==> config.mk <==
export PLATFORM = sky130hd
export DESIGN_NAME = scancode_decoder
export DESIGN_NICKNAME = d
export VERILOG_FILES = /design/src/rtl/scancode_decoder_pkg.sv /design/src/rtl/scancode_decoder_key.sv /design/src/rtl/scancode_decoder.sv
export SDC_FILE = /design/constraint.sdc
export NUM_CORES = 1
export LEC_CHECK = 0
export BUFFER_PORTS_ARGS = -buffer_cell sky130_fd_sc_hd__buf_4
export CAP_MARGIN = 40
export CELL_PAD_IN_SITES_DETAIL_PLACEMENT = 0
export CELL_PAD_IN_SITES_GLOBAL_PLACEMENT = 1
export CORE_ASPECT_RATIO = 1.2
export CORE_MARGIN = 8
export CORE_UTILIZATION = 25
export CTS_CLUSTER_SIZE = 16
export DETAILED_ROUTE_END_ITERATION = 7
export PLACE_DENSITY_LB_ADDON = 0.15
export RECOVER_POWER = 100
export SETUP_SLACK_MARGIN = 0.1
export SLEW_MARGIN = 20
export SYNTH_ARGS = -nofsm -noshare
export SYNTH_HDL_FRONTEND = slang
export SYNTH_HIERARCHICAL = 1
export SYNTH_SLANG_ARGS = --single-unit
export TNS_END_PERCENT = 50
==> constraint.sdc <==
create_clock -name iCLK_50 -period 3 [get_ports iCLK_50]
set_input_delay 0.6 -clock iCLK_50 [delete_from_list [all_inputs] [get_ports iCLK_50]]
set_output_delay 0.6 -clock iCLK_50 [all_outputs]
set_load 0.01 [all_outputs]
==> src/rtl/scancode_decoder_pkg.sv <==
// Shared types and code tables for the PS/2 keypad scancode decoder.
// Holds the prefix FSM encoding, prefix/shift codes and the make-code map.
package scancode_decoder_pkg;

  typedef enum logic [1:0] {
    ST_IDLE,
    ST_BRK,
    ST_EXT,
    ST_EXT_BRK
  } state_e;

  localparam logic [7:0] SC_EXT    = 8'hE0;
  localparam logic [7:0] SC_BRK    = 8'hF0;
  localparam logic [7:0] SC_LSHIFT = 8'h12;
  localparam logic [7:0] SC_RSHIFT = 8'h59;

  localparam logic [7:0] KEY_HASH  = 8'h0A;
  localparam logic [7:0] KEY_STAR  = 8'h0B;
  localparam logic [7:0] KEY_CLR   = 8'h0C;

  typedef struct packed {
    logic       hit;
    logic [7:0] key;
  } key_hit_t;

  function automatic logic is_shift(input logic [7:0] code);
    return (code == SC_LSHIFT) || (code == SC_RSHIFT);
  endfunction

  function automatic key_hit_t map_make(
    input logic [7:0] code,
    input logic       shift
  );
    key_hit_t r;
    r.hit = 1'b1;
    r.key = 8'h00;
    case (code)
      8'h45:   r.key = 8'h00;
      8'h16:   r.key = 8'h01;
      8'h1E:   r.key = 8'h02;
      8'h26:   r.key = shift ? KEY_HASH : 8'h03;
      8'h25:   r.key = 8'h04;
      8'h2E:   r.key = 8'h05;
      8'h36:   r.key = 8'h06;
      8'h3D:   r.key = 8'h07;
      8'h3E:   r.key = shift ? KEY_STAR : 8'h08;
      8'h46:   r.key = 8'h09;
      8'h29:   r.key = KEY_CLR;
      default: r.hit = 1'b0;
    endcase
    // Shifted digits other than '#' and '*' produce nothing.
    if (shift && r.key <= 8'h09) r.hit = 1'b0;
    return r;
  endfunction

endpackage

==> src/rtl/scancode_decoder_key.sv <==
// Show-ahead decoded-key FIFO with sticky overflow flag.
// A pop and push on the same edge pop first, so a full FIFO can accept.
module key_fifo #(
  parameter int DEPTH = 4
) (
  input  logic       clk_i,
  input  logic       rst_i,
  input  logic       push_i,
  input  logic [7:0] data_i,
  input  logic       pop_i,
  output logic [7:0] data_o,
  output logic       vld_o,
  output logic       ovf_o
);

  localparam int AW = (DEPTH > 1) ? $clog2(DEPTH) : 1;
  localparam int CW = AW + 1;
  localparam logic [CW-1:0] FULL_CNT = CW'(DEPTH);

  logic [7:0]    mem_q [DEPTH];
  logic [AW-1:0] rd_q, rd_d;
  logic [AW-1:0] wr_q, wr_d;
  logic [CW-1:0] cnt_q, cnt_d;
  logic          ovf_q, ovf_d;
  logic          empty, full, pop, push_ok;

  always_comb begin
    empty   = (cnt_q == '0);
    full    = (cnt_q == FULL_CNT);
    pop     = pop_i && !empty;
    push_ok = push_i && (!full || pop);
    rd_d    = rd_q + AW'(pop);
    wr_d    = wr_q + AW'(push_ok);
    cnt_d   = cnt_q + CW'(push_ok) - CW'(pop);
    ovf_d   = ovf_q || (push_i && !push_ok);
  end

  always_ff @(posedge clk_i) begin
    if (rst_i) begin
      rd_q  <= '0;
      wr_q  <= '0;
      cnt_q <= '0;
      ovf_q <= 1'b0;
    end else begin
      rd_q  <= rd_d;
      wr_q  <= wr_d;
      cnt_q <= cnt_d;
      ovf_q <= ovf_d;
    end
  end

  always_ff @(posedge clk_i) begin
    if (push_ok) mem_q[wr_q] <= data_i;
  end

  assign data_o = empty ? 8'h00 : mem_q[rd_q];
  assign vld_o  = !empty;
  assign ovf_o  = ovf_q;

endmodule

==> src/rtl/scancode_decoder.sv <==
// PS/2 keypad scancode decoder: frame check, prefix FSM, shift,
// typematic suppression and a show-ahead key FIFO.
module scancode_decoder
  import scancode_decoder_pkg::*;
#(
  parameter int FIFO_DEPTH = 4
) (
  input  logic        iCLK_50,
  input  logic        iRST,
  input  logic [10:0] iFRAME,
  input  logic        iFRAME_VLD,
  input  logic        iKEY_RD,
  output logic [7:0]  oKEY,
  output logic        oKEY_VLD,
  output logic        oSHIFT,
  output logic        oERR,
  output logic        oOVF
);

  state_e     state_q, state_d;
  logic       shift_q, shift_d;
  logic [7:0] held_q, held_d;
  logic       err_q, err_d;
  logic       push_q, push_d;
  logic [7:0] pkey_q, pkey_d;
  logic [7:0] data;
  logic       frame_ok;
  key_hit_t   lk;

  always_comb begin
    data     = iFRAME[8:1];
    frame_ok = !iFRAME[0] && iFRAME[10] && (^iFRAME[9:1]);
    lk       = map_make(data, shift_q);
    state_d  = state_q;
    shift_d  = shift_q;
    held_d   = held_q;
    err_d    = 1'b0;
    push_d   = 1'b0;
    pkey_d   = 8'h00;
    if (iFRAME_VLD) begin
      if (!frame_ok) begin
        err_d   = 1'b1;
        state_d = ST_IDLE;
      end else begin
        unique case (state_q)
          ST_IDLE: begin
            if (data == SC_BRK) begin
              state_d = ST_BRK;
            end else if (data == SC_EXT) begin
              state_d = ST_EXT;
            end else if (data != held_q) begin
              held_d = data;
              if (is_shift(data)) begin
                shift_d = 1'b1;
              end else if (lk.hit) begin
                push_d = 1'b1;
                pkey_d = lk.key;
              end
            end
          end
          ST_BRK: begin
            state_d = ST_IDLE;
            if (is_shift(data)) shift_d = 1'b0;
            if (data == held_q) held_d = 8'h00;
          end
          ST_EXT: begin
            state_d = (data == SC_BRK) ? ST_EXT_BRK : ST_IDLE;
          end
          ST_EXT_BRK: begin
            state_d = ST_IDLE;
          end
        endcase
      end
    end
  end

  always_ff @(posedge iCLK_50) begin
    if (iRST) begin
      state_q <= ST_IDLE;
      shift_q <= 1'b0;
      held_q  <= 8'h00;
      err_q   <= 1'b0;
      push_q  <= 1'b0;
      pkey_q  <= 8'h00;
    end else begin
      state_q <= state_d;
      shift_q <= shift_d;
      held_q  <= held_d;
      err_q   <= err_d;
      push_q  <= push_d;
      pkey_q  <= pkey_d;
    end
  end

  key_fifo #(
    .DEPTH (FIFO_DEPTH)
  ) u_fifo (
    .clk_i  (iCLK_50),
    .rst_i  (iRST),
    .push_i (push_q),
    .data_i (pkey_q),
    .pop_i  (iKEY_RD),
    .data_o (oKEY),
    .vld_o  (oKEY_VLD),
    .ovf_o  (oOVF)
  );

  assign oSHIFT = shift_q;
  assign oERR   = err_q;

endmodule

; Word-level counts from Yosys, hierarchy flattened
; Memory sizes are Yosys's and may differ from the RTL's. A register that Yosys moved wholly into a read port is not among the register bits.
; Index checks and enable logic that the tools add are counted.
[classes]
n_shift = 0
add_sub_neg = 4
magnitude_cmp = 1
n_mul = 0
n_reduce_logical = 25
n_eq_ne = 28
mux = 27
bitwise = 5
div = 0
[op_table]
columns = operator, count
row1 = $eq 8x6->1 const B, 7
row2 = $mux 8, 5
row3 = $pmux 4 s10, 1
row4 = $eq 8x5->1 const B, 3
row5 = $eq 8x7->1 const B, 3
row6 = $eq 8x8->1 const B, 2
row7 = $pmux 8 s2, 1
row8 = $mux 2, 6
row9 = $ne 2x2->1 const B, 6
row10 = $mux 1, 11
row11 = $reduce_or 11->1, 1
row12 = $reduce_or 9->1, 1
row13 = $reduce_xor 9->1, 1
row14 = $eq 8x8->1, 1
row15 = $le 8x4->1 const B, 1
row16 = $ne 8x8->1, 1
row17 = $reduce_and 8->1, 1
row18 = $reduce_or 8->1, 1
row19 = $reduce_and 7->1, 1
row20 = $logic_and 1x1->1, 6
row21 = $pmux 2 s3, 1
row22 = $not 1->1, 5
row23 = $add 2x1->2, 2
row24 = $eq 2x2->1 const B, 2
row25 = 14 further kinds, 20
[word_totals]
out_inout_bits = 12
in_bits = 15
ff_bits = 29
mem_count = 1
rom_bits = 0
latchBits = 0
wordCells = 101
mem_bits_rw = 32
[mem_list]
columns = memory, depth, width, read_ports, rd_ports_with_merged_regs, wr, line_no
row1 = u_fifo.mem_q, 4, 8, 1, 1, 1, scancode_decoder_key.sv:20  ; logic [7:0] mem_q [DEPTH];

; Longest topological paths before layout
; Gate-level depths: netlist of run 1.
[depth]
depth_word = 8
depth_mapped = 9
ltp_nobuf = 9

; By module
; Netlist of run 1, hierarchy kept.
[by_module_without_submodules]
columns = module, area_per_inst_um2, cells_each, seq_area_each_um2, n_inst
row1 = key_fifo, 1602.8, 89, 1121.1, 1
row2 = scancode_decoder, 1265.0, 142, 340.3, 1

; Worst setup path after synthesis of run 1
; OpenSTA, ideal clock, no wires.
[synth_timing]
path_kind = input -> register
startpoint = input port iFRAME[3]
endpoint = register shift_q (netlist: oSHIFT)
setup_slack_ns = 0.677
setup_time_ns = 0.117
required_ns = 2.883
path_buffers = 1
t_arrival_ns = 2.205
stages = 8
cell_sequence = inv_1 ha_1 xnor3_1 xnor2_2 nor4_2 buf_2 nand3_1 a32o_1
[synth_via]
elab_chain_len = 4
word_cells_on_any_way = 14
cone_classes = 10 x eq/ne / 4 x reduce/logical
[synth_rtl]
columns = item, line_no
row1 = start: declaration, scancode_decoder.sv:10  ; input logic [10:0] iFRAME,
row2 = $eq 8x5->1 / $eq 8x7->1 (equally long branches), scancode_decoder_pkg.sv:27  ; return (code == SC_LSHIFT) || (code == SC_RSHIFT);
row3 = $logic_or 1x1->1, scancode_decoder_pkg.sv:27
row4 = $ne 2x2->1 (no source line), --
row5 = $reduce_and 8->1 (no source line) (*), --
row6 = end signal: assignment, scancode_decoder.sv:87  ; shift_q <= shift_d;
row7 = end: declaration, scancode_decoder.sv:21  ; logic shift_q, shift_d;
; Every way passes the cells marked *; elsewhere a longest branch is shown, timed or not.
; A chain may end at the register's enable or synchronous reset.

; Final worst setup path of run 1
[layout_timing]
startpoint = register u_fifo.cnt_q[1]
endpoint = register u_fifo.cnt_q[2]
[layout_via]
elab_chain_len = 7
word_cells_on_any_way = 9
cone_classes = 2 x add/sub / 1 x eq/ne / 6 x reduce/logical
[layout_rtl]
columns = item, line_no
row1 = start: declaration, scancode_decoder_key.sv:23  ; logic [CW-1:0] cnt_q, cnt_d;
row2 = start signal: assignment, scancode_decoder_key.sv:47  ; cnt_q <= cnt_d;
row3 = $logic_not 3->1, scancode_decoder_key.sv:28  ; empty = (cnt_q == '0);
row4 = $logic_not 1->1, scancode_decoder_key.sv:30  ; pop = pop_i && !empty;
row5 = $logic_and 1x1->1, scancode_decoder_key.sv:30
row6 = $logic_or 1x1->1, scancode_decoder_key.sv:31  ; push_ok = push_i && (!full || pop);
row7 = $logic_and 1x1->1, scancode_decoder_key.sv:31
row8 = $add 3x1->3, scancode_decoder_key.sv:34  ; cnt_d = cnt_q + CW'(push_ok) - CW'(pop);
row9 = $sub 3x1->3 (*), scancode_decoder_key.sv:34
; Marked as above.

==> results.md, run 1 <==
- Outcome: completed
- Worst slew margin: 0.6000
- Worst hold-check path type: reg -> reg
- Fill count: about 1200
- Fin util: 0.3144
- Hold Buf Count CTS: 0
- Netlist cell types: 52
- Period minus WS final: 2.519 ns
- Gr usage total: 0.08986
- Setup ws final: 0.4808 ns
- Static leakage: between 1 and 1.5 nW
- Max VDD drop: approximately 0.00025 V
- Port-buffer cells: 26
- FFs w/ async S/R, synth: 0
- Largest net degree at the start of global routing: 23
- Syn Inst Count: approximately 230
- First-pass GRT wire length: 10320 microns
- H-tree Lvls: 3
- First drt pass iteration count: 5
- Syn-to-layout area delta: 24.48%
- Finished Layout Cells: 443
- Worst-Margin Slew: about 0.6 ns
- # DRC: 0
- # rows: 43
- Top cells by count, synth: edfxtp_1, dfxtp_1, ha_1
- Post-CTS sizing: 0
- Die height: between 100 and 150 microns
- Worst-path fanout max: 10
- Worst clock skew: roughly 0.0050 ns
- Antenna-violating nets left: 0
- Setup TNS: 0 ns
- Crit Path Class: reg -> reg
- Tcrit/Tclk final: 0.8397
- Io pins: 27
- Cell Area, Synth: approximately 0.0029 sq mm
- Post-synth top area share: 0.3351
- GR Overflow Total: 0
- Cell taking the most area after synthesis: edfxtp_1
- Hold Fails Final Rpt: 0
- Worst r2r dst: u_fifo/cnt_q[2]
- Die area: between 0.015 and 0.02 sq mm
- Share of cells above drive strength 1: 0.1469
- RSZ-0062 raised after global routing: no
- Worst skew pair latency: around 0.32 ns
- Critical path startpoint: u_fifo/cnt_q[1]
- Core area: 0.01135 sq mm
- CTS Sinks: 57
- Register area share after synthesis: 0.5096
- DP HPWL: around 4600 microns
- CP Capture Type: flip-flop
- Pre-CTS setup slack: ~0.23 ns
- Synth Register Bits: 57
- Via Count: 1900
- Setup Fix Bufs, Post-CTS: 0
- Starting Density: 0.2526
- Max-slew violation count: 0
- Clock buffer depth: 2
- Synthesis Warnings: 6
- Global placer's final weighted congestion: 0.7627
- Die Width: 113.8 microns
- Dominant cell by count in the synthesized netlist: edfxtp_1
- Fmax: 397.0 MHz
- Most used flip-flop cell after synthesis: edfxtp_1
- Routed len/inst: 14.40 microns
- Worst path required time: 3.21 ns
- Setup violators final: 0
- Dpl cells: ~430
- Cells on worst reg2reg path: 10
- Syn Area/Cell: 12.41 sq um
- Critical path destination: u_fifo/cnt_q[2]
- CP Launch Type: flip-flop
- RR Startpoint: u_fifo/cnt_q[1]
- Vias in the first global route: 1979
- Nets@finish: roughly 320
- Vias per cell: 4.289
- Ranking of synthesized cells by area: edfxtp_1, dfxtp_1, ha_1
- Final WL: between 6000 and 7000 microns
- Max Cap Viol: 0
- Post-synth EDFFs: 32
- Initial drt markers: 58
- Initial antenna violation count: 0
- CTS root buf: clkbuf_16
- Cell Pwr Density: 706.1 mW/mm^2
- Clock Pin Slew Worst Setup and Hold Paths: ~0.050 ns
- ANT cells: 0
- Critical path arrival: 2.73 ns
- R2R Setup Slk: 0.48 ns
- TritonCTS clock tree: built
- Total CTS buffers: 9
-- cell type report --
cell class	instances	area [sq um]	area share
Inverter	18	67.56	0.01893
Clock inverter	5	77.57	0.02173
Sequential cell	57	1461	0.4094
Multi-Input combinational cell	162	1326	0.3715
Tap cell	157	196.4	0.05503
Clock buffer	11	252.7	0.07080
Timing Repair Buffer	33	187.7	0.05258
-- worst min-delay path by stage --
stage / cells after the start / slack [ns] / end / start
6_report: 2 / 0.47 / u_fifo/ovf_o / u_fifo/ovf_o
5_1_grt: 0 / 0.49 / u_fifo/mem_q[3][1] / pkey_q[1]
4_1_cts: 2 / 0.48 / u_fifo/ovf_o / u_fifo/ovf_o
3_5_place_dp: 2 / 0.46 / u_fifo/ovf_o / u_fifo/ovf_o
3_3_place_gp: 0 / 0.45 / u_fifo/mem_q[2][3] / pkey_q[3]
2_1_floorplan: 0 / 0.44 / u_fifo/mem_q[0][0] / pkey_q[0]
-- per-layer routing --
| metal | global-route usage | vias up | wire length, microns |
|---|---|---|---|
| met5 | 0 | - | 0 |
| met4 | 0.04374 | 0 | 149 |
| met3 | 0.02943 | 12 | 260 |
| met2 | 0.1538 | 42 | 3247 |
| met1 | 0.09729 | 905 | 2723 |
| li1 | - | 941 | - |
-- metrics by stage --
step | hold slack (ns) | area (sq um) | total power (W)
after floorplan | 0.4383 | 2924 | 0.001295
after global placement | 0.4541 | 3321 | 0.001546
after detailed placement | 0.4640 | 3321 | 0.001553
after CTS | 0.4764 | 3651 | 0.002677
after global routing | 0.4937 | 3570 | 0.002667
final | 0.4683 | 3570 | 0.002521
-- critical path: stages (launching register included) --
cell	delay, ns
dfxtp_1	0.34
nor3_1	0.20
clkbuf_1	0.43
nor2b_1	0.14
ha_1	0.30
inv_1	0.03
ha_1	0.18
fa_1	0.38
xnor2_1	0.21
xnor2_1	0.14
nor2_1	0.05
-- registers in the layout (all words and copies together), names as in the netlist --
name and cells:
u_fifo/mem_q 32, held_q 8, pkey_q 4, u_fifo/cnt_q 3
state_q 2, u_fifo/rd_q 2, u_fifo/wr_q 2, oERR 1
oSHIFT 1, push_q 1, u_fifo/ovf_o 1
-- report_power, final --
group          internal, W  switching (W)  total [W]
registers         0.000855      0.0000595   0.000915
clock network     0.000767       0.000336    0.00110
logic             0.000237       0.000265   0.000502
total              0.00186       0.000661    0.00252
-- cell families after synthesis --
kind of cell,after synthesis,synth area share
xor gates and xnor gates,15,0.05323
DFF,57,0.5096
other,1,0.001308
adders and majority gates,19,0.08552
and+or+nand+nor,67,0.1462
AOI/OAI and AO/OA,35,0.09381
buffers and inverters,27,0.04014
muxes,10,0.07024
-- placed cells by master, fill, tap and decap left out, drive strengths merged, types with 2 or more instances in the layout --
master,instances
mux4,8
nand4,2
a22o,2
clkinv,4
a221o,8
nand3,3
o21ai,6
edfxtp,32
ha,18
nor2b,14
inv,17
clkbuf,28
xnor2,14
nand2,5
nor3,5
dfxtp,25
nor3b,10
bufinv,2
o2111ai,2
a21oi,6
a22oi,2
and3,4
nor2,13
conb,16
buf,16
nand2b,2
Note: power is estimated with default switching activity, not from simulation.
==> run 2, diff against run 1 <==
- clock period: 3 -> 2.38 ns (I/O delays scaled with it)
==> run 2 against run 1 <==
Against the previous run:
- combinational power up 48%
- core utilization up 1.5 points
- power up 27%
- critical path depth decreased by 1
- die area unchanged
- clock skew is 0.0014 ns lower
- via count increased by 4.3%
- sequential power increased by 22%
- non-clock buffer count up 22
- critical path type is now in -> reg
- global-route usage is 0.21 points higher
==> results.md, run 2 (synthesized netlist as in run 1, its figures left out) <==
- CP Capture Type: flip-flop
- First drt pass iteration count: 4 (-1)
- Worst-path fanout max: 8 (-2)
- Share of cells above drive strength 1: 0.2117 (+0.06487)
- Crit-path cells: clkbuf_4 > inv_1 > ha_1 > xnor3_1 > xnor2_1 > nor4_2 > and3b_1 > buf_12 > a221o_1
- # DRC: 0 (unchanged)
- Setup Fix Bufs, Post-CTS: 0 (unchanged)
- Crit Path Class: in -> reg
- CTS root buf: clkbuf_16
- Global placer's final weighted congestion: 0.7692 (+0.85%)
- H-tree Lvls: 3 (unchanged)
- Worst-Margin Slew: 0.5675 ns (-0.03174 ns)
- Syn-to-layout area delta: 30.32%
- RR Startpoint: u_fifo/cnt_q[2]
- Max-slew violation count: 0 (unchanged)
- Worst hold-check path type: in -> reg
- CTS Sinks: 57 (unchanged)
- Reg power frac: 0.351 (-0.012)
- Most frequent cells in the layout: buf_4, edfxtp_1, dfxtp_1
- Max VDD drop: 0.0002856 V (+13%)
- First-pass GRT wire length: 10670 microns (+3.4%)
- Outcome: completed
- Static leakage: 1.415 nW (+7.2%)
- R2R Setup Slk: 0.31 ns (-0.17 ns)
- Hold Fails Final Rpt: 0 (unchanged)
- Vias per cell: 4.269 (-0.46%)
- TritonCTS clock tree: built
- CP Launch Type: input port
- Io pins: 27 (unchanged)
- Port-buffer cells: 26 (unchanged)
- Worst clock skew: 0.003611 ns (-0.001398 ns)
- Core area: 0.01135 sq mm (unchanged)
- Worst skew pair latency: 0.32 ns (about the same)
- Nets@finish: 337 (+7.0%)
- Antenna-violating nets left: 0 (unchanged)
- Worst path required time: 2.58 ns (-0.63 ns)
- CP peak stage delay: 0.39 ns (-0.04 ns)
- Clock Pin Slew Worst Setup and Hold Paths: 0.05 ns (about the same)
- Pre-CTS setup slack: -0.06931 ns (-0.2983 ns)
- Gr usage total: 0.09193 (+0.002071)
- Worst slew margin: 0.6217 (+0.02171)
- Largest net degree at the start of global routing: 23 (unchanged)
- Max Cap Viol: 0 (unchanged)
- ANT cells: 0 (unchanged)
- Hold Buf Count CTS: 0 (unchanged)
- Setup ws final: 0.1779 ns (-0.3029 ns)
- Final Instance Area: 0.003737 sq mm (+4.7%)
- Top Registers: u_fifo/mem_q (32), held_q (8), pkey_q (4)
- Initial drt markers: 61 (+5.2%)
- Die area: 0.01517 sq mm (unchanged)
- Post-CTS sizing: 0 (unchanged)
- Cell Pwr Density: 856.9 mW/mm^2 (+21%)
- Die height: 133.3 microns (unchanged)
- Largest register by flop count: u_fifo/mem_q
- Commonest non-fill, non-tap cell in the layout: buf_4
- Cell Area, Placed: 0.003498 sq mm (+5.4%)
- Pint: 0.002350 W (+26%)
- Via Count: 1981 (+4.3%)
- Die Width: 113.8 microns (unchanged)
- Tcrit/Tclk final: 0.9252
- Critical path arrival: 2.40 ns (-0.33 ns)
- Worst Path Buf+Inv: 3 (+1)
- Part of the power in combinational logic: 0.231 (+0.032)
- Slowest CP cell: xnor3_1
- Final WL: 6565 microns (+2.9%)
- RSZ-0062 raised after global routing: no
- Period minus WS final: 2.202 ns
- Net Sw Frac: 0.2663 (+0.004185)
- Clock power share: 0.417 (-0.021)
- Net Sw Power: 0.0008528 W (+29%)
- Clock buffer depth: 2 (unchanged)
- Critical path startpoint: iFRAME[3]
- DP HPWL: 4905 microns (+7.7%)
- CP top delay family: XOR/XNOR gates
- Max reg flops: 32 (unchanged)
- Vias in the first global route: 2107 (+6.5%)
- Total CTS buffers: 9 (unchanged)
- Routed len/inst: 14.15 microns (-1.8%)
- Initial antenna violation count: 0 (unchanged)
- # rows: 43 (unchanged)
- Starting Density: 0.2526 (unchanged)
- Setup violators final: 0 (unchanged)
- GR Overflow Total: 0 (unchanged)
- Hold path startpoint: iFRAME_VLD
- Fmax: 454.1 MHz
==> run 2: worst min-delay path, cell delays in order <==
cell     delay (ns)
buf_4          0.09
mux2i_1        0.06
nor2_1         0.07
==> run 2: area by class of cell <==
class | count | area, sq um
clock inverters | 5 | 81.33
well taps | 157 | 196.4
fillers | 1161 | 7615
inverters | 18 | 67.56
repair buffers | 55 | 361.6
flip-flops and latches | 57 | 1461
clock buffers | 10 | 229.0
multi-input cells | 162 | 1340
==> run 2: path summary, 6_finish.rpt <==
kind                           to  cells past startpoint
setup reg to reg  u_fifo/cnt_q[2]                      9
hold / removal         state_q[0]                      3
setup / recovery        held_q[3]                      9
hold reg to reg      u_fifo/ovf_o                      2
==> run 2: power groups by stage <==
stage | Combinational [W] | Clock, W | Sequential (W)
final | 0.000741 | 0.00134 | 0.00112
after global routing | 0.000851 | 0.00142 | 0.00113
after CTS | 0.000875 | 0.00137 | 0.00113
after detailed placement | 0.000874 | 0 | 0.00115
after global placement | 0.000862 | 0 | 0.00115
after floorplan | 0.000503 | 0 | 0.00113
==> run 2: per-stage QoR <==
stage	TNS [ns]	cells	total power (W)	hold WS, ns	util
after floorplan	0	246	0.001632	0.4383	-
after global placement	-0.1183	449	0.002008	0.4577	0.3082
after detailed placement	-0.6085	449	0.002021	0.4645	0.3082
after CTS	0	464	0.003376	0.4127	0.3355
after global routing	0	464	0.003404	0.4160	0.3292
final	0	464	0.003203	0.4218	0.3292
==> run 2: per-layer routing <==
metal  part of all wire  track usage
met2               0.53       0.1660
met3              0.045      0.02761
met5                  0            0
met4              0.020      0.04225
met1               0.41      0.09479
